<file path="config.mk">
export PLATFORM = sky130hd
export DESIGN_NAME = keypad_scan_ctrl
export DESIGN_NICKNAME = d
export VERILOG_FILES = /design/src/rtl/keypad_scan_ctrl.sv
export SDC_FILE = /design/constraint.sdc
export NUM_CORES = 1
export LEC_CHECK = 0
export ABC_AREA = 1
export BUFFER_PORTS_ARGS = -buffer_cell sky130_fd_sc_hd__buf_2
export CORE_MARGIN = 5
export CORE_UTILIZATION = 45
export CTS_CLUSTER_DIAMETER = 120
export DETAILED_ROUTE_END_ITERATION = 7
export GPL_ROUTABILITY_DRIVEN = 0
export HOLD_SLACK_MARGIN = 0.06
export PLACE_DENSITY = 0.59
export SLEW_MARGIN = 40
export SYNTH_ARGS = -nofsm -noshare
export SYNTH_HDL_FRONTEND = slang
export SYNTH_SLANG_ARGS = --single-unit
</file>
<file path="constraint.sdc">
create_clock -name clk -period 2.45 [get_ports clk]
set_input_delay 0.1225 -clock clk [delete_from_list [all_inputs] [get_ports clk]]
set_output_delay 0.1225 -clock clk [all_outputs]
set_load 0.05 [all_outputs]
</file>
<file path="src/rtl/keypad_scan_ctrl.sv">
// 4x4 matrix keypad scanner: one-hot column strobe, row sampling, press and
// release debounce, and a valid/ack key handshake with sticky overrun.
module keypad_scan_ctrl #(
  parameter int SCAN_DIV     = 1000,
  parameter int DEBOUNCE_CNT = 50000
) (
  input  logic       clk,
  input  logic       reset,
  input  logic       enable,
  input  logic [3:0] filas,
  output logic [3:0] columnas,
  output logic [3:0] key_code,
  output logic       key_valid,
  input  logic       key_ack,
  output logic       key_held,
  output logic       overrun
);

  localparam int DIV_W = (SCAN_DIV > 1) ? $clog2(SCAN_DIV) : 1;
  localparam int DB_W  = (DEBOUNCE_CNT > 1) ? $clog2(DEBOUNCE_CNT) : 1;

  localparam logic [DIV_W-1:0] DIV_LAST = DIV_W'(SCAN_DIV - 1);
  localparam logic [DB_W-1:0]  DB_LAST  = DB_W'(DEBOUNCE_CNT - 1);

  localparam logic [1:0] ST_IDLE     = 2'd0;
  localparam logic [1:0] ST_SCAN     = 2'd1;
  localparam logic [1:0] ST_DEBOUNCE = 2'd2;
  localparam logic [1:0] ST_PRESSED  = 2'd3;

  logic [1:0]       state;
  logic [1:0]       col;
  logic [1:0]       row;
  logic [DIV_W-1:0] div;
  logic [DB_W-1:0]  db;

  logic             row_onehot;
  logic [1:0]       row_idx;
  logic             row_match;
  logic             load;

  // Row decode: a sample only counts as a key when exactly one row is high.
  always_comb begin
    row_onehot = 1'b0;
    row_idx    = 2'd0;
    case (filas)
      4'b0001: begin row_onehot = 1'b1; row_idx = 2'd0; end
      4'b0010: begin row_onehot = 1'b1; row_idx = 2'd1; end
      4'b0100: begin row_onehot = 1'b1; row_idx = 2'd2; end
      4'b1000: begin row_onehot = 1'b1; row_idx = 2'd3; end
      default: begin row_onehot = 1'b0; row_idx = 2'd0; end
    endcase
  end

  // Column drive, held indication, and the press-accept strobe.
  always_comb begin
    row_match = (filas == (4'b0001 << row));
    columnas  = (state == ST_IDLE) ? 4'b0000 : (4'b0001 << col);
    key_held  = (state == ST_PRESSED);
    load      = enable && (state == ST_DEBOUNCE) && row_match && (db == DB_LAST);
  end

  // Scan sequencer: walk columns, freeze on a candidate, debounce press and release.
  always_ff @(posedge clk) begin
    if (!reset || !enable) begin
      state <= ST_IDLE;
      col   <= 2'd0;
      row   <= 2'd0;
      div   <= '0;
      db    <= '0;
    end else begin
      case (state)
        ST_IDLE: begin
          state <= ST_SCAN;
          col   <= 2'd0;
          div   <= '0;
        end
        ST_SCAN: begin
          if (div == DIV_LAST) begin
            div <= '0;
            if (row_onehot) begin
              row   <= row_idx;
              db    <= '0;
              state <= ST_DEBOUNCE;
            end else begin
              col <= col + 2'd1;
            end
          end else begin
            div <= div + 1'b1;
          end
        end
        ST_DEBOUNCE: begin
          if (!row_match) begin
            state <= ST_SCAN;
            div   <= '0;
            db    <= '0;
          end else if (db == DB_LAST) begin
            state <= ST_PRESSED;
            db    <= '0;
          end else begin
            db <= db + 1'b1;
          end
        end
        ST_PRESSED: begin
          if (row_match) begin
            db <= '0;
          end else if (db == DB_LAST) begin
            state <= ST_SCAN;
            col   <= col + 2'd1;
            div   <= '0;
            db    <= '0;
          end else begin
            db <= db + 1'b1;
          end
        end
        default: begin
          state <= ST_IDLE;
        end
      endcase
    end
  end

  // Key handshake: a load beats a same-cycle ack; a blocked load flags overrun.
  always_ff @(posedge clk) begin
    if (!reset) begin
      key_code  <= 4'd0;
      key_valid <= 1'b0;
      overrun   <= 1'b0;
    end else if (load && (!key_valid || key_ack)) begin
      key_code  <= {col, row};
      key_valid <= 1'b1;
    end else begin
      if (load) begin
        overrun <= 1'b1;
      end
      if (key_valid && key_ack) begin
        key_valid <= 1'b0;
      end
    end
  end

endmodule

</file>
==> results of run 1 <==
[flip-flops by register name, indices dropped and copies added, names as in the netlist]
register	flops
db	16
key_valid	1
div	10
col	2
key_code	4
state	2
row	2
overrun	1
[metal layers]
metal | vias to the layer above | GRT usage, % | share of wire [%]
li1 | 1347 | - | -
met5 | - | 0 | 0
met1 | 1100 | 23.2 | 49
met3 | 6 | 3.73 | 5.2
met2 | 52 | 28.1 | 45
met4 | 0 | 3.74 | 0.59
[area by class of cell]
| class | count | share of cell area, % |
|---|---|---|
| sequential | 38 | 27.1 |
| timing repair buffer | 19 | 3.47 |
| tap | 72 | 3.21 |
| inverter | 56 | 7.48 |
| clock buffer | 6 | 2.94 |
| clock inverter | 2 | 2.14 |
| multi-input combinational | 313 | 53.7 |
[logic make-up (layout without fill, tap and decap cells)]
logic type	after synthesis	after routing	share of synthesized area, %
AO/OA/AOI/OAI	35	35	7.88
XOR/XNOR	1	1	0.349
flip-flops	38	38	30.3
buffers and inverters	61	83	9.58
AND/OR/NAND/NOR	266	266	46.4
adder cells (fa/ha/maj)	11	11	5.49
[worst reg2reg max path: cells and delay by family, from the launching register on]
family	cells	cell delay, ps
adders and majority gates	1	240
buffers and inverters	1	80
DFF	1	470
and+or+nand+nor	8	1120
[how the worst max path moves through the flow]
stage             start  endpoint  slack (ps)  cells after the start
6_report         div[0]    db[12]         440                     10
5_1_grt          div[0]    db[14]         220                     10
4_1_cts          div[0]    db[14]         450                     10
3_5_place_dp     div[0]    db[14]         470                     10
3_3_place_gp     div[0]    db[14]         530                     10
2_1_floorplan  state[0]     db[0]         570                      8
[power by group through the flow]
stage          combinational, mW  clock (mW)  sequential, mW
2_1_floorplan              0.124           0           0.643
3_3_place_gp               0.163           0           0.645
3_5_place_dp               0.164           0           0.646
4_1_cts                    0.164       0.682           0.631
5_1_grt                    0.187       0.715           0.632
6_report                   0.163       0.663           0.631
[cell usage in the layout, fill, tap and decap left out, types with 2 or more instances in the layout]
master / n
o21ai_1: 2
bufinv_16: 2
nand2_1: 116
clkbuf_8: 6
nand2_2: 7
nor2_2: 4
nand4_1: 7
nor2_1: 69
ha_1: 11
inv_1: 47
dfxtp_1: 38
nand3_1: 48
o21ai_0: 8
a21oi_1: 21
inv_2: 9
nor3_1: 6
buf_2: 18
or2_1: 2
[stage by stage]
step	total power [mW]	std cells
after CTS	1.48	506
final	1.46	506
after global placement	0.809	498
after detailed placement	0.810	498
after global routing	1.53	506
after floorplan	0.768	412
==> metrics, run 1 <==
status=finished clean; Num CTS Buffers=5; n_diodes=0; most instantiated library cell after synthesis=nand2_1; Hold WC Path Type=input port to register; Mapped Area=2510 um2; final period utilization=82.0%; Area Overhead vs Synth=12.0%; TritonRoute pass-1 iters=4; NetSw=0.350 mW; number of synthesized register bits=38; CTS tree=yes; hold endpoint=key_code[1]; worst stage delay on the critical path=470 ps; Tot GR Track Use=17.2%; Avg Cell Area, Syn=6.09 um2; Post-Syn Nets=431; clk buf depth=2; Post-synth top cells=116 x nand2_1, 69 x nor2_1, 48 x nand3_1; Die Ht=84.7 um; critical path type=register to register; Worst Path Arrival=2190 ps; # hold bufs at CTS=0; largest cells by area after synthesis=dfxtp_1 30%, nand2_1 17%, nor2_1 10%; RSZ-0062 raised after global routing=no; pin count of the biggest net entering global routing=19; hold_sp=reset; R2R setup slack=440 ps; Root Buffer=clkbuf_8; Die X=84.7 um; layout cells sized above 1=12.2%; CP max stage cell=dfxtp_1; DP Worst Slack=469 ps; P_int=1.11 mW; Clock power frac=45.5%; reg-to-reg endpoint=db[12]; crit path buf inv count=1; CP Capture Type=register; Die ar.=7170 um2; vias per cell=4.95; maxcap violations=0; Setup Skew=8.12 ps; final slew viol count=0; DP HPWL=4.41 mm; remaining global-route overflow=0; Worst Path Required=2630 ps; Hold Slack=99.7 ps; asr flop ratio synth=0%; layout filler cell count=583; Area after DPL=2670 um2; DRC Markers=0; Vias=2505; number of antenna violations at the first check in global routing=0; number of H-tree levels=2; CP most frequent cell=nand2_2; Synth Instances=412; Hold Crit Depth=3; Cell variety after synth=30; peak supply drop=264 uV; Skew-Pair Late Insertion Delay=290 ps; row count=27; worst r2r path cells=10; worst r2r src=div[0]; setup bufs post-CTS=0; I/O Pins=19; Leakage=1.23 nW; CP Launch Type=register; post-synthesis sequential area ratio=30.3%; fin util=51.3%; final instance area=2810 um2; setup_tns=0 ps; CP cell instances=ha_1 -> nand2_1 -> inv_1 -> nand4_1 -> nor2_2 -> nand2_2 -> nand2_4 -> nand3_2 -> nand2_2 -> nor2_1; Routed WL=5.80 mm; FF/Latch Area=761 um2; I/O Buffers=18; Clk pin slew, worst setup/hold paths=80 ps; antenna viol nets, final=0; final hold violation count=0; Yosys top cell area share=30.3%; Worst path top cell family by delay=simple AND/OR/NAND/NOR gates; P per Cell Area=519 nW/um2; CTS-repair resized insts=0; Yosys top cell by area=dfxtp_1; clk sinks=38; Comb pwr share=11.2%; Worst Slack Setup Final=441 ps; minimum clock period=2010 ps; Post-layout nets=452; Multi-input gate area=1510 um2; Slew HR=71.1%; Core Footprint=5470 um2; vias in the first global route=2246; main flop type after synthesis=dfxtp_1; first-pass GRT wire length=10.3 mm; Starting Density=45.8%; sequential power share=43.3%; routed len/inst=11.5 um; Fmax achieved=0.498 GHz; initial detailed-routing violation count=140; crit path max fanout=18; EDFF count, synth=0; sw frac=24.0%; warnings from Yosys=0; Slew @ Worst Pin=433 ps; Final setup viols=0
Power figures use the tool's default switching activity.
==> inputs of run 2 (changes only) <==
Settings changed: PLACE_DENSITY 0.59 to 0.61.
Clock period 2.45 ns to 1.8 ns, I/O delays scaled along.
==> metrics, run 2 (synthesis results as in run 1) <==
status=finished clean; met2 routed WL=2.67 mm (+2.6%); layout cells sized above 1=18.6% (+6.4 points); Area Overhead vs Synth=18.3%; Largest register FFs=16 (unchanged); layout filler cell count=576 (-1.2%); Vias=2620 (+4.6%); Slew HR=68.0% (-3.1 points); Leakage=1.30 nW (+6.1%); I/O Buffers=18 (unchanged); RSZ-0062 raised after global routing=yes; Top reg by flops=db; DRC Markers=0 (unchanged); Routed WL=6.21 mm (+7.1%); Root Buffer=clkbuf_8; Clock power frac=34.6% (-11 points); CTS tree=yes; Die Ht=84.7 um (unchanged); Tot GR Track Use=17.4% (+0.24 points); peak supply drop=366 uV (+39%); Post-layout nets=470 (+4.0%); vias per cell=5.00 (+1.0%); minimum clock period=1710 ps (-299 ps); Num CTS Buffers=5 (unchanged); final period utilization=95.0% (+13 points); Core Footprint=5470 um2 (unchanged); I/O Pins=19 (unchanged); NetSw=0.502 mW (+43%); routed len/inst=11.8 um (+3.4%); Final setup viols=0 (unchanged); TritonRoute pass-1 iters=5 (+1); setup_tns=0 ps (unchanged); CP Capture Type=register; pin count of the biggest net entering global routing=13 (-6); Setup Skew=10.2 ps (+2.05 ps); Skew-Pair Late Insertion Delay=300 ps (about the same); Die X=84.7 um (unchanged); commonest non-fill, non-tap cell in the layout=nand2_1; initial detailed-routing violation count=115 (-18%); Hold WC Path Type=input port to register; Multi-input gate area=1550 um2 (+2.7%); CP Launch Type=register; P per Cell Area=578 nW/um2 (+12%); most frequent cells in the layout=114 x nand2_1, 67 x nor2_1, 48 x nand3_1; FF/Latch Area=767 um2 (+0.82%); wire length on met1=3.05 mm (+7.0%); clk buf depth=2 (unchanged); first-pass GRT wire length=10.4 mm (+1.2%); Hold Slack=70.7 ps (-29.0 ps); maxcap violations=0 (unchanged); row count=27 (unchanged); crit path max fanout=7 (-11); Die ar.=7170 um2 (unchanged); clk sinks=38 (unchanged); final hold violation count=0 (unchanged); Worst Path Required=2000 ps (-630 ps); n_diodes=0 (unchanged); number of antenna violations at the first check in global routing=0 (unchanged); sw frac=29.2% (+5.2 points); top flop regs=db: 16 flops, div: 10 flops, key_code: 4 flops; number of H-tree levels=2 (unchanged); met3 WL=352 um (+17%); final slew viol count=0 (unchanged); critical path type=register to register; Starting Density=45.8% (unchanged); sequential power share=50.0% (+6.7 points); Clk pin slew, worst setup/hold paths=80 ps (about the same); Comb pwr share=15.4% (+4.2 points); uppermost routed layer=met4; remaining global-route overflow=0 (unchanged); DP HPWL=4.68 mm (+6.2%); Worst Path Arrival=1910 ps (-280 ps); Slew @ Worst Pin=479 ps (+45.9 ps); P_int=1.21 mW (+9.7%); Fmax achieved=0.585 GHz (+17%); # hold bufs at CTS=0 (unchanged); vias in the first global route=2344 (+4.4%); antenna viol nets, final=0 (unchanged)
-- run 2: cell types whose count changed in the layout (fill, tap and decap cells not counted), moves of 2 or more --
cell,before,now
o21ai_0,8,5
o21ai_1,2,4
nand2_4,1,3
nand2_1,116,114
buf_4,1,16
buf_12,0,2
bufinv_16,2,0
ha_1,11,8
nor2_1,69,67
ha_2,0,3
dfxtp_2,0,5
dfxtp_1,38,33
-- run 2: cell type report --
| cell class | instances | share of cell area, % |
|---|---|---|
| Multi-Input combinational cell | 313 | 52.2 |
| Sequential cell | 38 | 25.9 |
| Timing Repair Buffer | 37 | 8.81 |
| Inverter | 56 | 7.17 |
| Tap cell | 72 | 3.04 |
| Clock buffer | 6 | 2.45 |
| Clock inverter | 2 | 0.464 |
-- run 2: final timing paths --
check             startpoint           to  slack, ps  cells past startpoint
setup / recovery      div[1]        db[3]         90                     10
hold / removal         reset  key_code[3]         70                      3
setup reg to reg      div[1]        db[3]         90                     10
hold reg to reg      overrun      overrun        470                      2
-- run 2: critical path: stages (launching register included) --
cell and delay (ps):
dfxtp_2 340, ha_2 180, nand2_1 70, inv_1 70, nand4_1 140, nor2_2 170
nand2_2 100, nand2_4 130, nand3_2 180, nand2_4 160, nor2_1 60
-- run 2: per-stage QoR --
| stage | utilization [%] | total power, mW | instance area, um2 | setup WS [ps] | cells |
|---|---|---|---|---|---|
| 3_5_place_dp | 50.3 | 1.12 | 2750 | 55.1 | 509 |
| 5_1_grt | 54.2 | 1.79 | 2970 | -60.3 | 524 |
| 3_3_place_gp | 50.3 | 1.11 | 2750 | 38.5 | 509 |
| 4_1_cts | 51.9 | 1.70 | 2840 | 18.3 | 517 |
| 2_1_floorplan | - | 1.05 | 2510 | 132 | 412 |
| 6_report | 54.2 | 1.72 | 2970 | 90.2 | 524 |
-- run 2: timing repair --
| item | 4_1_cts | 5_1_grt |
|---|---|---|
| gates resized for setup | 0 | 21 |
| endpoints found under the setup margin | 0 | 34 |
| buffers inserted | 0 | 7 |
-- run 2: layer usage --
layer	global-route usage (%)	vias to the layer above
met4	6.62	0
met5	0	-
met2	27.5	56
li1	-	1377
met1	23.4	1174
met3	3.34	13
-- run 2: power by group through the flow --
stage / Sequential [mW] / Combinational, mW / Clock (mW)
after floorplan: 0.876 / 0.169 / 0
after global placement: 0.877 / 0.237 / 0
after detailed placement: 0.877 / 0.241 / 0
after CTS: 0.858 / 0.242 / 0.604
after global routing: 0.859 / 0.294 / 0.640
final: 0.858 / 0.264 / 0.594
==> inputs of run 3 (changes only) <==
Settings changed: PLACE_DENSITY 0.61 to 0.59.
Clock period 1.8 ns to 1.7 ns, I/O delays scaled along.
==> metrics, run 3 (synthesis results as in run 1) <==
final period utilization=93.7%; Crit. Startpoint=state[1]; RSZ-0062 raised after global routing=yes; TritonRoute pass-1 iters=4 (-1); I/O Buffers=18 (unchanged); final hold violation count=0 (unchanged); most frequent cells in the layout=109 x nand2_1, 65 x nor2_1, 46 x inv_1, 46 x nand3_1, 31 x dfxtp_1; Slew @ Worst Pin=342 ps (-137 ps); Largest register FFs=16 (unchanged); first-pass GRT wire length=10.4 mm (+0.13%); minimum clock period=1590 ps; final slew viol count=0 (unchanged); worst r2r src=div[1]; Num CTS Buffers=5 (unchanged); critical path type=register to output pin; Setup Skew=8.62 ps (-1.55 ps); Worst Slack Setup Final=107 ps (+17.1 ps); total power=2.16 mW (+26%); Leakage=1.40 nW (+7.3%); Die ar.=7170 um2 (unchanged); Final setup viols=0 (unchanged); Hold Slack=89.6 ps (+18.9 ps); DRC Markers=0 (unchanged); Core Footprint=5470 um2 (unchanged); worst stage delay on the critical path=400 ps (+60 ps); I/O Pins=19 (unchanged); remaining global-route overflow=0 (unchanged); pin count of the biggest net entering global routing=13 (unchanged); vias in the first global route=2314 (-1.3%); CP Launch Type=register; Starting Density=45.8% (unchanged); Die X=84.7 um (unchanged); number of antenna violations at the first check in global routing=0 (unchanged); layout filler cell count=581 (+0.87%); Slew HR=77.1% (+9.0 points); maxcap violations=0 (unchanged); row count=27 (unchanged); Clk pin slew, worst setup/hold paths=80 ps (about the same); Worst Path Arrival=1510 ps (-400 ps); CP max stage cell=dfxtp_1; Hold WC Path Type=input port to register; top flop regs=db: 16 flops, div: 10 flops, key_code: 4 flops; peak supply drop=389 uV (+6.3%); hold_sp=key_ack; DP HPWL=4.81 mm (+2.8%); Die Ht=84.7 um (unchanged); CTS tree=yes; n_diodes=0 (unchanged); Skew-Pair Late Insertion Delay=300 ps (about the same); CP Capture Type=output pin; DP Worst Slack=-51.0 ps (-106 ps); Area Overhead vs Synth=24.8%; status=finished clean; clk sinks=38 (unchanged); Fmax achieved=0.628 GHz; routed len/inst=12.1 um (+2.3%); crit path max fanout=4 (-3); vias per cell=5.06 (+1.3%); number of H-tree levels=2 (unchanged); Root Buffer=clkbuf_8; Post-layout nets=481 (+2.3%); Routed WL=6.49 mm (+4.5%); P per Cell Area=690 nW/um2 (+19%); CP cell instances=inv_1 -> buf_4 -> ha_1 -> nor2_1 -> buf_2; clk buf depth=2 (unchanged); antenna viol nets, final=0 (unchanged); commonest non-fill, non-tap cell in the layout=nand2_1; Vias=2709 (+3.4%); Worst Path Required=1620 ps (-380 ps); layout cells sized above 1=23.1% (+4.5 points); initial detailed-routing violation count=122 (+6.1%); Top reg by flops=db; Tot GR Track Use=17.6% (+0.21 points)
[run 3: cell types whose count changed in the layout (fill, tap and decap cells not counted), sizes merged]
cell	change
clkinv	-2
bufinv	+2
dlygate4sd3	+1
nand2	+1
buf	+9
[run 3: metal layers]
layer  share of wire, %  GRT usage, %  up-vias
met1                 47          23.5     1226
met4                1.2          4.32        0
li1                   -             -     1407
met3                5.4          3.83        9
met5                  0             0        -
met2                 46          29.0       67
[run 3: final cells by class]
type | count | area (um2) | area share, %
well taps | 72 | 90.1 | 2.88
clock buffers | 6 | 82.6 | 2.64
inverters | 56 | 213 | 6.79
flip-flops and latches | 38 | 769 | 24.6
clock inverters | 2 | 60.1 | 1.92
multi-input cells | 314 | 1600 | 51.2
repair buffers | 47 | 314 | 10.0
[run 3: through the flow]
stage	area (um2)	TNS (ps)	utilization (%)	cells
finish	3130	0	57.2	535
global route	3130	-284	57.2	535
CTS	2980	0	54.5	527
detailed placement	2820	-263	51.5	518
global placement	2820	-368	51.5	518
floorplan	2510	0	-	412
[run 3: report_power, final]
part	switching [mW]	internal [mW]	leakage [nW]	total (mW)
combinational	0.183	0.0994	1.02	0.282
clock	0.344	0.626	0.0714	0.970
sequential	0.0100	0.900	0.310	0.910
[run 3: what timing repair did]
item / 4_1_cts / 5_1_grt
setup buffers: 0 / 7
hold buffers: 1 / 0
pin swaps: 1 / 9
gates cloned: 0 / 1
setup endpoints to repair: 8 / 35
resized for setup: 3 / 30
endpoints found under the hold margin: 3 / 0
[run 3: worst paths after layout]
path / end / slack, ps / cells after the start
setup / recovery: columnas[2] / 110 / 5
hold / removal: key_valid / 90 / 4
hold reg to reg: overrun / 470 / 2
setup reg to reg: db[7] / 110 / 11
[run 3: worst max-delay path, delay by kind of cell, from the launching register on]
kind / cells / cell delay [ps]
DFF: 1 / 400
buffers and inverters: 3 / 480
and+or+nand+nor: 1 / 110
adders and majority gates: 1 / 220
